$ cat src/rtl/dec_n.sv
// rtl/dec_n.sv - registered one-hot decoder with direct-decode and auto-scan modes
//
// Optional feature macro: DEC_N_MASK_EN
//   defined   : port i_mask exists; masked indices are never driven (direct) or
//               shown (scan), and the scan steps over them without dwelling.
//   undefined : no i_mask port; every index is enabled.
//
// Parameters
//   IN_W     : select width (1..6); OUT_W = 2**IN_W one-hot lines
//   PRESCALE : scan dwell per index in clock cycles (1..255)
//
// Ports
//   i_clk   : clock, all state changes on the rising edge
//   i_rst   : asynchronous active-high reset
//   i_en    : block enable, 0 forces IDLE
//   i_mode  : 0 = direct decode, 1 = auto-scan
//   i_valid : direct-mode strobe qualifying i_in
//   i_in    : direct-mode select index
//   i_mask  : per-index disable (DEC_N_MASK_EN only)
//   o_out   : registered one-hot decode (or all zero)
//   o_idx   : index currently decoded
//   o_valid : o_out/o_idx hold a valid decode
//   o_wrap  : one-cycle pulse when the scan returns to a lower index
module dec_n #(
    parameter int IN_W     = 3,
    parameter int PRESCALE = 4,
    localparam int OUT_W   = 2**IN_W
) (
    input  logic             i_clk,
    input  logic             i_rst,
    input  logic             i_en,
    input  logic             i_mode,
    input  logic             i_valid,
    input  logic [IN_W-1:0]  i_in,
`ifdef DEC_N_MASK_EN
    input  logic [OUT_W-1:0] i_mask,
`endif
    output logic [OUT_W-1:0] o_out,
    output logic [IN_W-1:0]  o_idx,
    output logic             o_valid,
    output logic             o_wrap
);

    typedef enum logic [1:0] {IDLE, DIRECT, SCAN} state_t;

    localparam logic [7:0] DWELL_LAST = 8'(PRESCALE - 1);

    state_t           state_q, state_d;
    logic [7:0]       cnt_q, cnt_d;
    logic [OUT_W-1:0] out_d;
    logic [IN_W-1:0]  idx_d;
    logic             valid_d;
    logic             wrap_d;
    logic [OUT_W-1:0] mask_v;
    logic [IN_W:0]    hit;

`ifdef DEC_N_MASK_EN
    assign mask_v = i_mask;
`else
    assign mask_v = '0;
`endif

    // First enabled index at or after 'start', searching circularly.
    // Result is {found, index}; found=0 when every index is masked.
    function automatic logic [IN_W:0] find_first(input logic [IN_W-1:0]  start,
                                                 input logic [OUT_W-1:0] m);
        logic [IN_W:0]   r;
        logic [IN_W-1:0] c;
        r = '0;
        // Walk backwards so the nearest candidate is the one left standing.
        for (int k = OUT_W - 1; k >= 0; k--) begin
            c = start + IN_W'(k);
            if (!m[c]) r = {1'b1, c};
        end
        return r;
    endfunction

    always_comb begin
        state_d = state_q;
        cnt_d   = cnt_q;
        out_d   = o_out;
        idx_d   = o_idx;
        valid_d = o_valid;
        wrap_d  = 1'b0;
        hit     = '0;

        if (!i_en)       state_d = IDLE;
        else if (i_mode) state_d = SCAN;
        else             state_d = DIRECT;

        // Outputs are computed for the state being entered so that they
        // appear together with it on the following cycle.
        case (state_d)
            IDLE: begin
                cnt_d   = '0;
                out_d   = '0;
                idx_d   = '0;
                valid_d = 1'b0;
            end
            DIRECT: begin
                cnt_d = '0;
                if (i_valid) begin
                    idx_d = i_in;
                    if (mask_v[i_in]) begin
                        out_d   = '0;
                        valid_d = 1'b0;
                    end else begin
                        out_d   = OUT_W'(1) << i_in;
                        valid_d = 1'b1;
                    end
                end
            end
            SCAN: begin
                if (state_q != SCAN) begin
                    cnt_d   = '0;
                    hit     = find_first('0, mask_v);
                    idx_d   = hit[IN_W-1:0];
                    valid_d = hit[IN_W];
                    out_d   = hit[IN_W] ? (OUT_W'(1) << hit[IN_W-1:0]) : '0;
                end else if (cnt_q == DWELL_LAST) begin
                    cnt_d   = '0;
                    hit     = find_first(o_idx + IN_W'(1), mask_v);
                    idx_d   = hit[IN_W-1:0];
                    valid_d = hit[IN_W];
                    out_d   = hit[IN_W] ? (OUT_W'(1) << hit[IN_W-1:0]) : '0;
                    // Landing on the same or a lower index means the scan
                    // went round; covers the single-enabled-index case too.
                    wrap_d  = hit[IN_W] && (hit[IN_W-1:0] <= o_idx);
                end else begin
                    cnt_d = cnt_q + 8'd1;
                end
            end
            default: begin
                cnt_d   = '0;
                out_d   = '0;
                idx_d   = '0;
                valid_d = 1'b0;
            end
        endcase
    end

    always_ff @(posedge i_clk or posedge i_rst) begin
        if (i_rst) begin
            state_q <= IDLE;
            cnt_q   <= '0;
            o_out   <= '0;
            o_idx   <= '0;
            o_valid <= 1'b0;
            o_wrap  <= 1'b0;
        end else begin
            state_q <= state_d;
            cnt_q   <= cnt_d;
            o_out   <= out_d;
            o_idx   <= idx_d;
            o_valid <= valid_d;
            o_wrap  <= wrap_d;
        end
    end

endmodule
$ cat config.mk
export PLATFORM = sky130hd
export DESIGN_NAME = dec_n
export DESIGN_NICKNAME = d
export VERILOG_FILES = /design/src/rtl/dec_n.sv
export SDC_FILE = /design/constraint.sdc
export NUM_CORES = 1
export LEC_CHECK = 0
export CAP_MARGIN = 20
export CORE_AREA = 2 2 53 67
export DETAILED_ROUTE_END_ITERATION = 10
export DIE_AREA = 0 0 55 69
export HOLD_SLACK_MARGIN = 0.05
export SYNTH_ARGS = -nofsm -noshare
export SYNTH_HDL_FRONTEND = slang
export SYNTH_SLANG_ARGS = --single-unit
$ cat constraint.sdc
create_clock -name i_clk -period 1.9 [get_ports i_clk]
set_clock_uncertainty 0.15 [all_clocks]
set_input_delay 0.475 -clock i_clk [delete_from_list [all_inputs] [get_ports i_clk]]
set_output_delay 0.475 -clock i_clk [all_outputs]
set_load 0.03 [all_outputs]
## Yosys cells after proc, flatten, opt, wreduce, memory -nomap -nowiden

Memory sizes are Yosys's and may differ from the RTL's.
Index checks and enable logic that the tools add are counted.

- $add $sub $neg: 9
- Multipliers: 0
- Divide/modulo/power cells: 0
- Order comparisons: 10
- Equal/unequal tests: 6
- Shift-type cells: 3
- Muxes and demuxes: 46
- Bitwise operators: 0
- Reductions and logical operators: 2

Operators by type and width:

| operator | number |
|---|---|
| 2-to-1 mux 8 bit | 9 |
| 2-to-1 mux 4 bit | 13 |
| less-than comparator 3 x 4 -> 1 bit (second input constant) | 9 |
| << shifter 1 x 3 -> 8 bit (first input constant) | 3 |
| 2-to-1 mux 1 bit | 16 |
| one-hot mux 8 bit (2 select lines) | 1 |
| adder 3 bit (second input constant) | 4 |
| 2-to-1 mux 3 bit | 3 |
| adder 8 x 1 -> 8 bit (second input constant) | 1 |
| == test 8 x 2 -> 1 bit (second input constant) | 1 |
| adder 3 x 1 -> 3 bit (second input constant) | 2 |
| adder 3 x 2 -> 3 bit (second input constant) | 2 |
| one-hot mux 3 bit (2 select lines) | 1 |
| 2-to-1 mux 2 bit | 2 |
| inequality test 2 bit (second input constant) | 2 |
| less-or-equal comparator 3 bit | 1 |
| inequality test 3 bit (second input constant) | 1 |
| == test 2 x 1 -> 1 bit (second input constant) | 1 |
| == test 2 bit (second input constant) | 1 |
| one-hot mux 1 bit (2 select lines) | 1 |
| AND reduction 2 bit | 1 |
| logical AND 1 bit | 1 |

- Bits in registers: 23
- Bits in latches: 0
- RAM bits: 0
- Bits in read-only memories: 72
- Input port bits: 8
- Output and inout port bits: 13
- Logic and storage cells: 91
- Memories: 9

Memory list:

| memory | words | width | read ports | clocked after Yosys merged registers in | write ports | line | RTL |
|---|---|---|---|---|---|---|---|
| (name not given) | 8 | 1 | 1 | 0 | 0 | 73 | `if (!m[c]) r = {1'b1, c};` |
| (name not given) | 8 | 1 | 1 | 0 | 0 | 73 |  |
| (name not given) | 8 | 1 | 1 | 0 | 0 | 73 |  |
| (name not given) | 8 | 1 | 1 | 0 | 0 | 73 |  |
| (name not given) | 8 | 1 | 1 | 0 | 0 | 73 |  |
| (name not given) | 8 | 1 | 1 | 0 | 0 | 73 |  |
| 3 more memories | -- | -- | -- | -- | -- | -- |  |

## Depth between registers and ports, before layout

Gate-level depths: netlist (run 1).

- Word-level depth: 20
- Depth in mapped cells: 7
- Depth with buffers taken out: 6

## Least setup slack after synthesis (run 1)

Ideal clock, no wire load.

- Kind: flip-flop to flip-flop
- From: register o_idx[0]
- To: register o_out[2]
- Setup time: 0.125 ns
- Data arrival time: 1.601 ns
- Data required time: 1.625 ns
- Path slack: 0.024 ns
- Cell stages (with the launch flop): 6
- Path buffers: 0
- Clock period less this slack: 1.876 ns
- Cells stage by stage: dfrtp_1 -> ha_1 -> xnor2_1 -> nor2b_1 -> a22o_1 -> mux2_2

- Word-level cells in the longest chain between the ends: 20
- Elaborated cells between the ends (all ways): 40
- Those cells by class: add/sub: 8; shift: 1; mux: 23; memory: 8

Ends and longest elaborated chain:

| item | line | RTL |
|---|---|---|
| start: declaration | 39 | `output logic [IN_W-1:0] o_idx,` |
| start signal: assignment | 154 | `o_idx <= idx_d;` |
| adder 3 x 1 -> 3 bit * | 122 | `hit = find_first(o_idx + IN_W'(1), mask_v);` |
| adder 3 bit | 72 | `c = start + IN_W'(k);` |
| memory (8 x 1 bit) | -- |  |
| 2-to-1 mux 1 bit (implied by the code) | 73 |  |
| 2-to-1 mux 4 bit (7 in series) | 73 |  |
| 2-to-1 mux 4 bit * | 73 |  |
| 2-to-1 mux 4 bit * | 120 | `end else if (cnt_q == DWELL_LAST) begin` |
| 2-to-1 mux 4 bit * | 114 | `if (state_q != SCAN) begin` |
| 2-to-1 mux 4 bit * | 93 | `case (state_d)` |
| << shifter 1 x 3 -> 8 bit | 125 | `out_d = hit[IN_W] ? (OUT_W'(1) << hit[IN_W-1:0]) : '0;` |
| 2-to-1 mux 8 bit * | 125 |  |
| 2-to-1 mux 8 bit * | 120 |  |
| 2-to-1 mux 8 bit * | 114 |  |
| one-hot mux 8 bit (2 select lines) * | 93 |  |
| end signal: assignment | 153 | `o_out <= out_d;` |
| end: declaration | 38 | `output logic [OUT_W-1:0] o_out,` |

Every way passes the cells marked *; elsewhere a longest branch is shown, timed or not. The select of a mux whose other input is x is not followed.
A chain may end at the register's enable or synchronous reset.

## Final worst setup path (run 1)

- From: input i_en
- To: register o_out[2]

- Word-level cells in the longest chain between the ends: 4
- Elaborated cells between the ends (all ways): 7
- Those cells by class: eq/ne: 4; mux: 2; reduce/logical: 1

Ends and longest elaborated chain:

| item | line | RTL |
|---|---|---|
| start: declaration | 31 | `input logic i_en,` |
| 2-to-1 mux 2 bit * | 87 | `if (!i_en) state_d = IDLE;` |
| named net state_d[0] | 48 | `state_t state_q, state_d;` |
| == test 2 bit / == test 2 x 1 -> 1 bit (equally long branches) | 93 |  |
| inequality test 3 bit (no source line) / inequality test 2 bit (equally long branches) | -- |  |
| AND reduction 2 bit (no source line) | -- |  |

The timed path passes the listed nets; every way through them passes the cells marked *.

==> results_dict.tcl, run 1 <==
set metrics [dict create \
    outcome "finished clean" \
    drt_iter0_markers 16 \
    synthCells 108 \
    initial_core_util_pct 38.22 \
    required_ps 1900 \
    avgSynthCellArea_sq_um 11.20 \
    drive_above_1_share_pct 18.49 \
    setup_viol 0 \
    antenna_found_initial 0 \
    wire_per_inst_microns 14.95 \
    multi_input_area_sq_um 586.8 \
    ios 21 \
    cts_buffers 3 \
    clock-root-buffer "clkbuf_8" \
    power.density_nw_per_um2 613.1 \
    hold_viol_final 0 \
    period_share_pct 98.13 \
    numPortBuffers 20 \
    postLayoutCoreUtil_pct 50.28 \
    drc 0 \
    yosys.cell_types.count 30 \
    nets 162 \
    wl_microns 2735 \
    rsz0062_at_grt "no" \
    cts_tree "yes" \
    dr.pass1.iters 4 \
    max_cap_viol_count 0 \
    startpoint_type "primary input" \
    num_rows 23 \
    clk_path_buf_depth 2 \
    r2r_start "cnt_q[1]" \
    holdPathStages 1 \
    holdPathEnd "o_valid" \
    synthToLayoutAreaGrowth_pct 31.54 \
    crit_slowest_cell "clkdlybuf4s50_1" \
    cp_top_family "buffers and inverters" \
    max_freq_ghz 0.5364 \
    worstPathCellList "clkdlybuf4s50_1 > nor2b_1 > buf_4 > nor2b_2 > a22o_1 > mux2_2" \
    ys_ff_latch 23 \
    diodes 0 \
    max_stage_delay_ps 450 \
    crit_arrival_ps 1870 \
    cts.sinks 23 \
    grt_max_degree 24 \
    die_area_sq_um 3795 \
    seq_area_frac_synth_pct 47.57 \
    rr_endpoint "o_valid" \
    num-fill-cells 301 \
    die_h_microns 69 \
    holdWs_ps 338.7 \
    worstHoldStart "o_valid" \
    hold_path.class "flip-flop to flip-flop" \
    drv_slew 0 \
    fin_crit_ps 1864 \
    worst_slack_ps 35.60 \
    slew_headroom_pct 78.88 \
    ys_warn_count 0 \
    die_x_microns 55 \
    leakage_uw 0.0007718 \
    core_area_sq_um 3166 \
    crit_type "primary input to flip-flop" \
    grt.overflow.total 0 \
    cts.clk_slew.worst_paths_ps 80 \
    synth_fp_nets 123 \
    dp_slack_ps -226.8 \
    crit_fanout 4 \
    grt_pass1_wl_microns 4429 \
    worst-path-buf-inv 2 \
    clk_latency_ps 260 \
    track_usage_pct 15.89 \
    ant_nets 0 \
    r2r_cells 6 \
    endpoint_kind "flip-flop" \
    syn-cell-area_sq_um 1210 \
    place_congestion 0.8483 \
    h-tree-depth 1 \
    hpwl_microns 2132 \
    ir_drop_uv 480.5 \
    worst_pin_slew_ps 316.2 \
    vias 922 \
    regArea_sq_um 575.6 \
    hold_buffers 0 \
    r2r_setup_slack_ps 110 \
    drt-vias-per-instance 5.038 \
    grt_pass1_vias 1023 \
]
==> worst max path at each step <==
stage,from,end,slack [ps],cells after the start
floorplan,o_idx[0],o_out[2],20,5
global placement,i_en,o_out[1],-200,6
detailed placement,i_en,o_out[2],-230,6
CTS,o_wrap,o_wrap,8,1
global route,cnt_q[1],o_out[0],6,6
finish,i_en,o_out[2],40,6
==> cell type report <==
cell class | instances | share of cell area [%]
Multi-Input combinational cell | 75 | 36.87
Timing Repair Buffer | 36 | 19.34
Inverter | 8 | 1.887
Clock buffer | 4 | 2.830
Tap cell | 37 | 2.909
Sequential cell | 23 | 36.16
==> metal layers <==
layer	global-route usage (%)	share of wire (%)
met5	0	0
met4	5.691	1.2
met3	2.165	2.2
met2	28.17	53
met1	18.33	43
==> logic make-up (layout without fill, tap and decap cells) <==
group           after synthesis  count (layout)  synth area share (%)
compound gates               23              23                 15.72
fa+ha+maj                     7               7                 7.239
xor+xnor                      8               8                 5.791
flops                        23              23                 47.57
simple gates                 32              32                 14.58
mux                           5               5                 4.757
buf+inv                      10              48                 4.343
==> cell usage after synthesis <==
| cell type | instances | area, sq um |
|---|---|---|
| xnor2_1 | 3 | 26.28 |
| a22oi_1 | 4 | 30.03 |
| nor2b_1 | 5 | 31.28 |
| buf_6 | 2 | 22.52 |
| and3_1 | 2 | 12.51 |
| a21bo_2 | 1 | 10.01 |
| a22o_1 | 2 | 17.52 |
| o21ai_0 | 1 | 5.000 |
| and2_1 | 2 | 12.51 |
| nor2_1 | 12 | 45.04 |
| nand2_1 | 2 | 7.510 |
| nor4b_4 | 1 | 23.77 |
| ha_1 | 7 | 87.58 |
| o2bb2ai_1 | 6 | 52.55 |
| a211oi_1 | 1 | 7.510 |
| a211o_1 | 1 | 8.760 |
| xor2_1 | 5 | 43.79 |
| nor3_1 | 2 | 10.01 |
| dfrtp_1 | 23 | 575.6 |
| a32oi_1 | 2 | 17.52 |
| mux2i_1 | 2 | 20.02 |
| o21ai_4 | 1 | 16.27 |
| mux2_4 | 1 | 15.01 |
| o211ai_1 | 1 | 7.510 |
| inv_1 | 8 | 30.03 |
| nand3_1 | 5 | 25.02 |
| a21oi_1 | 2 | 10.01 |
| nand4b_1 | 1 | 8.760 |
| mux2_2 | 2 | 22.52 |
| a21o_1 | 1 | 7.510 |
==> metrics by stage <==
step / setup TNS [ps] / power [uW] / std cells / instance area, sq um
after floorplan: 0 / 612.7 / 108 / 1210
after global placement: -1715 / 687.4 / 178 / 1546
after detailed placement: -2115 / 689.4 / 178 / 1546
after CTS: 0 / 984.5 / 182 / 1577
after global routing: 0 / 1028 / 183 / 1592
final: 0 / 975.8 / 183 / 1592
==> flip-flops by register name, indices dropped and copies added (netlist names) <==
register	flops
cnt_q	8
o_idx	3
o_out	8
o_valid	1
o_wrap	1
state_q	2
==> what timing repair did <==
| action | in CTS | in global routing |
|---|---|---|
| setup buffers | 0 | 1 |
| endpoints found under the setup margin | 12 | 6 |
| gates resized for setup | 12 | 3 |
==> layout by cell type (no fill, tap or decap), types with 2 or more instances in the layout <==
cell type / synthesis / final
a22oi_1: 4 / 4
nor3_1: 2 / 2
a22o_1: 2 / 2
dlygate4sd2_1: 0 / 12
nor2b_1: 5 / 4
and2_1: 2 / 2
xnor2_1: 3 / 3
nand2_1: 2 / 2
o2bb2ai_1: 6 / 6
nor2_1: 12 / 12
and3_1: 2 / 2
nand3_1: 5 / 5
a32oi_1: 2 / 2
clkbuf_8: 0 / 3
mux2i_1: 2 / 2
a21oi_1: 2 / 2
xor2_1: 5 / 5
inv_1: 8 / 8
mux2_2: 2 / 2
ha_1: 7 / 6
clkdlybuf4s50_1: 0 / 7
buf_4: 0 / 16
dfrtp_1: 23 / 23
==> where the power goes <==
| group | leakage [uW] | internal, uW | switching [uW] |
|---|---|---|---|
| sequential | 0.000314 | 502 | 8.74 |
| clock | 0.0000228 | 149 | 154 |
| combinational | 0.000435 | 72.6 | 89.1 |
| total | 0.000772 | 724 | 252 |
(Power assumes the default switching activity.)
==> run 2: changes to the inputs <==
--- a/config.mk
+++ b/config.mk
@@ -7,9 +7,11 @@
 export LEC_CHECK = 0
 export CAP_MARGIN = 20
 export CORE_AREA = 2 2 53 67
+export CTS_BUF_LIST = sky130_fd_sc_hd__clkbuf_16
 export DETAILED_ROUTE_END_ITERATION = 10
 export DIE_AREA = 0 0 55 69
 export HOLD_SLACK_MARGIN = 0.05
 export SYNTH_ARGS = -nofsm -noshare
 export SYNTH_HDL_FRONTEND = slang
 export SYNTH_SLANG_ARGS = --single-unit
+export TNS_END_PERCENT = 100
==> run 2 against run 1 <==
Clock power rose by 43%. Hold slack got worse by 5.5 ps. Die area did not move. First-iteration DRC count fell by 31%. Non-clock buffer count did not move. Cell area rose by 3.9%. Global-route usage fell by 0.34 points. Final cell count did not move. Register-to-register slack barely moved. Core utilization rose by 2.0 points. Via count fell by 0.11%. Sequential share of layout area fell by 1.4 points. Highest routed layer unchanged.
==> results_dict.tcl, run 2 (synthesis results as in run 1) <==
set metrics [dict create \
    mostFrequentLayoutCells "dfrtp_1, buf_4, nor2_1, inv_1, dlymetal6s2s_1" \
    p_sw_uw 250.8 \
    max_freq_ghz 0.5392 \
    nets 162 \
    antenna_found_initial 0 \
    hold_viol_final 0 \
    endpoint_kind "output pin" \
    die_h_microns 69 \
    die_area_sq_um 3795 \
    largestRegisters "cnt_q: 8 flops, o_out: 8 flops, o_idx: 3 flops" \
    max_cap_viol_count 0 \
    track_usage_pct 15.54 \
    clk_path_buf_depth 2 \
    clock-root-buffer "clkbuf_16" \
    crit_type "flip-flop to output pin" \
    grt.busiest_layer "met2" \
    crit_arrival_ps 1230 \
    outcome "finished clean" \
    grt_pass1_vias 1008 \
    holdPathStages 1 \
    synthToLayoutAreaGrowth_pct 36.71 \
    h-tree-depth 1 \
    worstHoldStart "o_valid" \
    power.density_nw_per_um2 669.6 \
    dr.pass1.iters 3 \
    num_rows 23 \
    r2r_start "cnt_q[1]" \
    startpoint_type "flip-flop" \
    totalPowerFinal_uw 1108 \
    seqPwrFrac_pct 46.2 \
    crit_slowest_cell "clkdlybuf4s50_1" \
    place_area_sq_um 1546 \
    grt_pass1_wl_microns 4409 \
    cp_top_family "buffers and inverters" \
    wl_microns 2709 \
    place_congestion 0.8483 \
    p_sw_share_pct 22.64 \
    rsz0062_at_grt "no" \
    cts.sinks 23 \
    drv_slew 0 \
    grt.overflow.total 0 \
    cts_tree "yes" \
    slew_headroom_pct 78.73 \
    crit_fanout 1 \
    drive_above_1_share_pct 18.49 \
    wire_per_inst_microns 14.80 \
    grt_max_degree 24 \
    final_common_cell "dfrtp_1" \
    worst-path-buf-inv 1 \
    hold_path.class "flip-flop to flip-flop" \
    hpwl_microns 2132 \
    pwr-share-clk_pct 39.1 \
    use_met3_pct 2.165 \
    die_x_microns 55 \
    ir_drop_uv 519.2 \
    max_stage_delay_ps 660 \
    worstPathCellList "clkdlybuf4s50_1" \
    clk_latency_ps 250 \
    core_area_sq_um 3166 \
    r2r_setup_slack_ps 110 \
    period_share_pct 97.60 \
    r2r_cells 6 \
    leakage_uw 0.0008809 \
    finalInstanceArea_sq_um 1654 \
    diodes 0 \
    power_frac_comb_pct 14.7 \
    cts_buffers 3 \
    setup_viol 0 \
    holdPathEnd "o_valid" \
    cts.clk_slew.worst_paths_ps 60 \
    p_int_uw 856.9 \
    required_ps 1270 \
    hold_buffers 0 \
    crit_cells 1 \
    numPortBuffers 20 \
    use_met1_pct 17.75 \
    drt_iter0_markers 11 \
    fin_crit_ps 1854 \
    ios 21 \
    drc 0 \
    met2_usage_pct 28.44 \
    initial_core_util_pct 38.22 \
    drt-vias-per-instance 5.033 \
    vias 921 \
    worst_pin_slew_ps 318.5 \
    ant_nets 0 \
    rr_endpoint "o_valid" \
]
run 2: cell types whose count changed in the layout (fill, tap and decap cells not counted), sizes merged:
cell / change
dlygate4sd2: -7
inv: +1
clkbuf: -1
clkdlybuf4s50: -1
dlymetal6s2s: +8
run 2: layer usage:
layer  up-vias  wire length [microns]
li1        456                      -
met2        11                   1501
met4         0                     15
met3         2                     45
met5         -                      0
met1       452                   1146
run 2: timing repair:
item | 4_1_cts | 5_1_grt
buffers inserted | 0 | 1
setup endpoints to repair | 5 | 13
pin swaps | 0 | 1
resized for setup | 5 | 11
run 2: power by group through the flow:
stage               Combinational [uW]  Sequential, uW  Clock (uW)
CTS                                166             512         447
floorplan                         70.9             542           0
global placement                   167             521           0
detailed placement                 169             521           0
finish                             163             511         434
global route                       178             513         476
run 2: cell type report:
class	instances	area, sq um
Fill cell	290	1511
Multi-Input combinational cell	75	586.8
Sequential cell	23	575.6
Timing Repair Buffer	36	336.6
Clock buffer	3	75.07
Tap cell	37	46.29
Inverter	8	30.03
Clock inverter	1	3.754
run 2: how the worst max path moves through the flow:
stage,from,endpoint
3_5_place_dp,i_en,o_out[2]
5_1_grt,cnt_q[1],o_out[0]
4_1_cts,o_out[0],o_out[0]
2_1_floorplan,o_idx[0],o_out[2]
3_3_place_gp,i_en,o_out[1]
6_report,o_wrap,o_wrap
run 2: through the flow:
stage / hold slack [ps] / std cells / worst slack (ps) / util [%] / setup TNS, ps
6_report: 333.1 / 183 / 45.56 / 52.25 / 0
5_1_grt: 354.0 / 183 / 6.412 / 52.25 / 0
4_1_cts: 343.8 / 182 / 0.8827 / 51.15 / 0
3_5_place_dp: 322.5 / 178 / -226.8 / 48.85 / -2115
3_3_place_gp: 326.3 / 178 / -203.7 / 48.85 / -1715
2_1_floorplan: 314.6 / 108 / 24.29 / - / 0
run 2: worst register-to-register path, delay by kind of cell (launching register included):
family	cells	cell delay [ps]
buffers and inverters	1	170
AND/OR/NAND/NOR	1	230
adder cells (fa/ha/maj)	1	210
AO/OA/AOI/OAI	3	540
flip-flops	1	390
==> run 3: changes to the inputs <==
--- a/config.mk
+++ b/config.mk
@@ -10,6 +10,7 @@
 export CTS_BUF_LIST = sky130_fd_sc_hd__clkbuf_16
 export DETAILED_ROUTE_END_ITERATION = 10
 export DIE_AREA = 0 0 55 69
+export GPL_TIMING_DRIVEN = 0
 export HOLD_SLACK_MARGIN = 0.05
 export SYNTH_ARGS = -nofsm -noshare
 export SYNTH_HDL_FRONTEND = slang
==> run 3 against run 2 <==
Flip-flop and latch count stayed put. Cell area is 1.4% lower. Hold slack got worse by 1.6 ps. Clock power rose by 5.3%. Non-clock buffer count down 3. First-iteration DRC count fell by 36%. Critical path type unchanged.
==> results_dict.tcl, run 3 (synthesis results as in run 1) <==
set metrics [dict create \
    vias 907 \
    grt_max_degree 24 \
    die_area_sq_um 3795 \
    initial_core_util_pct 38.22 \
    setup_viol 0 \
    p_sw_share_pct 23.89 \
    track_usage_pct 14.87 \
    antenna_found_initial 0 \
    wl_microns 2530 \
    cts_buffers 3 \
    mostFrequentLayoutCells "dfrtp_1, dlygate4sd2_1, nor2_1, buf_4, inv_1" \
    required_ps 1270 \
    cts.clk_slew.worst_paths_ps 60 \
    crit_arrival_ps 1230 \
    num_rows 23 \
    ir_drop_uv 415.2 \
    synthToLayoutAreaGrowth_pct 34.85 \
    cp_top_family "buffers and inverters" \
    hold_path.class "flip-flop to flip-flop" \
    ios 21 \
    grt_pass1_wl_microns 4133 \
    worst_pin_slew_ps 872.7 \
    pwr-share-clk_pct 40.7 \
    dr.pass1.iters 4 \
    clk_latency_ps 250 \
    grt.overflow.total 0 \
    startpoint_type "flip-flop" \
    leakage_uw 0.0007687 \
    largestRegisters "cnt_q: 8 flops, o_out: 8 flops, o_idx: 3 flops" \
    diodes 0 \
    crit_fanout 1 \
    totalPowerFinal_uw 1122 \
    dp_slack_ps -672.7 \
    wire_per_inst_microns 14.06 \
    fin_crit_ps 1859 \
    outcome "finished clean" \
    die_x_microns 55 \
    drc 0 \
    max_freq_ghz 0.5380 \
    crit_slowest_cell "clkdlybuf4s50_1" \
    drv_slew 0 \
    endpoint_kind "output pin" \
    worstPathCellList "clkdlybuf4s50_1" \
    place_congestion 0.8202 \
    power.density_nw_per_um2 687.8 \
    holdWs_ps 331.5 \
    drt-vias-per-instance 5.039 \
    clock-root-buffer "clkbuf_16" \
    p_sw_uw 268.1 \
    max_cap_viol_count 0 \
    clk_path_buf_depth 2 \
    numPortBuffers 20 \
    grt_pass1_vias 968 \
    ant_nets 0 \
    period_share_pct 97.83 \
    p_int_uw 854.0 \
    hold_buffers 0 \
    drive_above_1_share_pct 17.48 \
    nets 159 \
    slew_headroom_pct 41.76 \
    max_stage_delay_ps 660 \
    worst-path-buf-inv 1 \
    postLayoutCoreUtil_pct 51.54 \
    drt_iter0_markers 7 \
    hold_viol_final 0 \
    cts_tree "yes" \
    rsz0062_at_grt "yes" \
    crit_type "flip-flop to output pin" \
    die_h_microns 69 \
    seqPwrFrac_pct 45.8 \
    core_area_sq_um 3166 \
    worst_slack_ps 41.25 \
    final_common_cell "dfrtp_1" \
    power_frac_comb_pct 13.4 \
    cts.sinks 23 \
    hpwl_microns 1851 \
    h-tree-depth 1 \
]
## run 3: layout make-up
| type | instances | area, sq um |
|---|---|---|
| Fill cell | 305 | 1534 |
| Clock buffer | 3 | 75.07 |
| Sequential cell | 23 | 575.6 |
| Tap cell | 37 | 46.29 |
| Buffer | 2 | 26.28 |
| Clock inverter | 1 | 7.507 |
| Timing Repair Buffer | 31 | 269.0 |
| Inverter | 8 | 30.03 |
| Multi-Input combinational cell | 75 | 601.8 |
## run 3: layer usage
metal	GRT usage (%)	share of wire, %	wire length (microns)
met4	6.504	1.3	34
met3	2.814	2.4	61
met1	18.63	43	1087
met2	23.94	53	1347
met5	0	0	0
## run 3: path summary, 6_finish.rpt
check	end	slack [ps]	start	depth (start not counted)
setup / recovery	o_wrap	40	o_wrap	1
hold / removal	o_valid	330	o_valid	1
setup reg to reg	o_idx[1]	60	cnt_q[1]	7
hold reg to reg	o_valid	330	o_valid	1
max in group asynchronous	cnt_q[3]	510	i_rst	2
min in group asynchronous	o_out[0]	550	i_rst	2
## run 3: power groups by stage
stage                     combinational, uW  clock [uW]  sequential [uW]
after detailed placement                148           0              523
after global routing                    165         494              516
final                                   151         457              514
after floorplan                        70.9           0              542
after CTS                               150         468              514
after global placement                  147           0              523
## run 3: what timing repair did
action	in CTS	in global routing
pin swaps	2	1
endpoints found under the setup margin	23	9
gates resized for setup	17	2
gates cloned	0	0
buffers inserted	4	7
## run 3: metrics by stage
| step | instances | area, sq um | TNS, ps |
|---|---|---|---|
| floorplan | 108 | 1210 | 0 |
| global route | 180 | 1632 | -35.54 |
| CTS | 173 | 1573 | -1.192 |
| detailed placement | 165 | 1456 | -8078 |
| global placement | 165 | 1456 | -7231 |
| finish | 180 | 1632 | 0 |
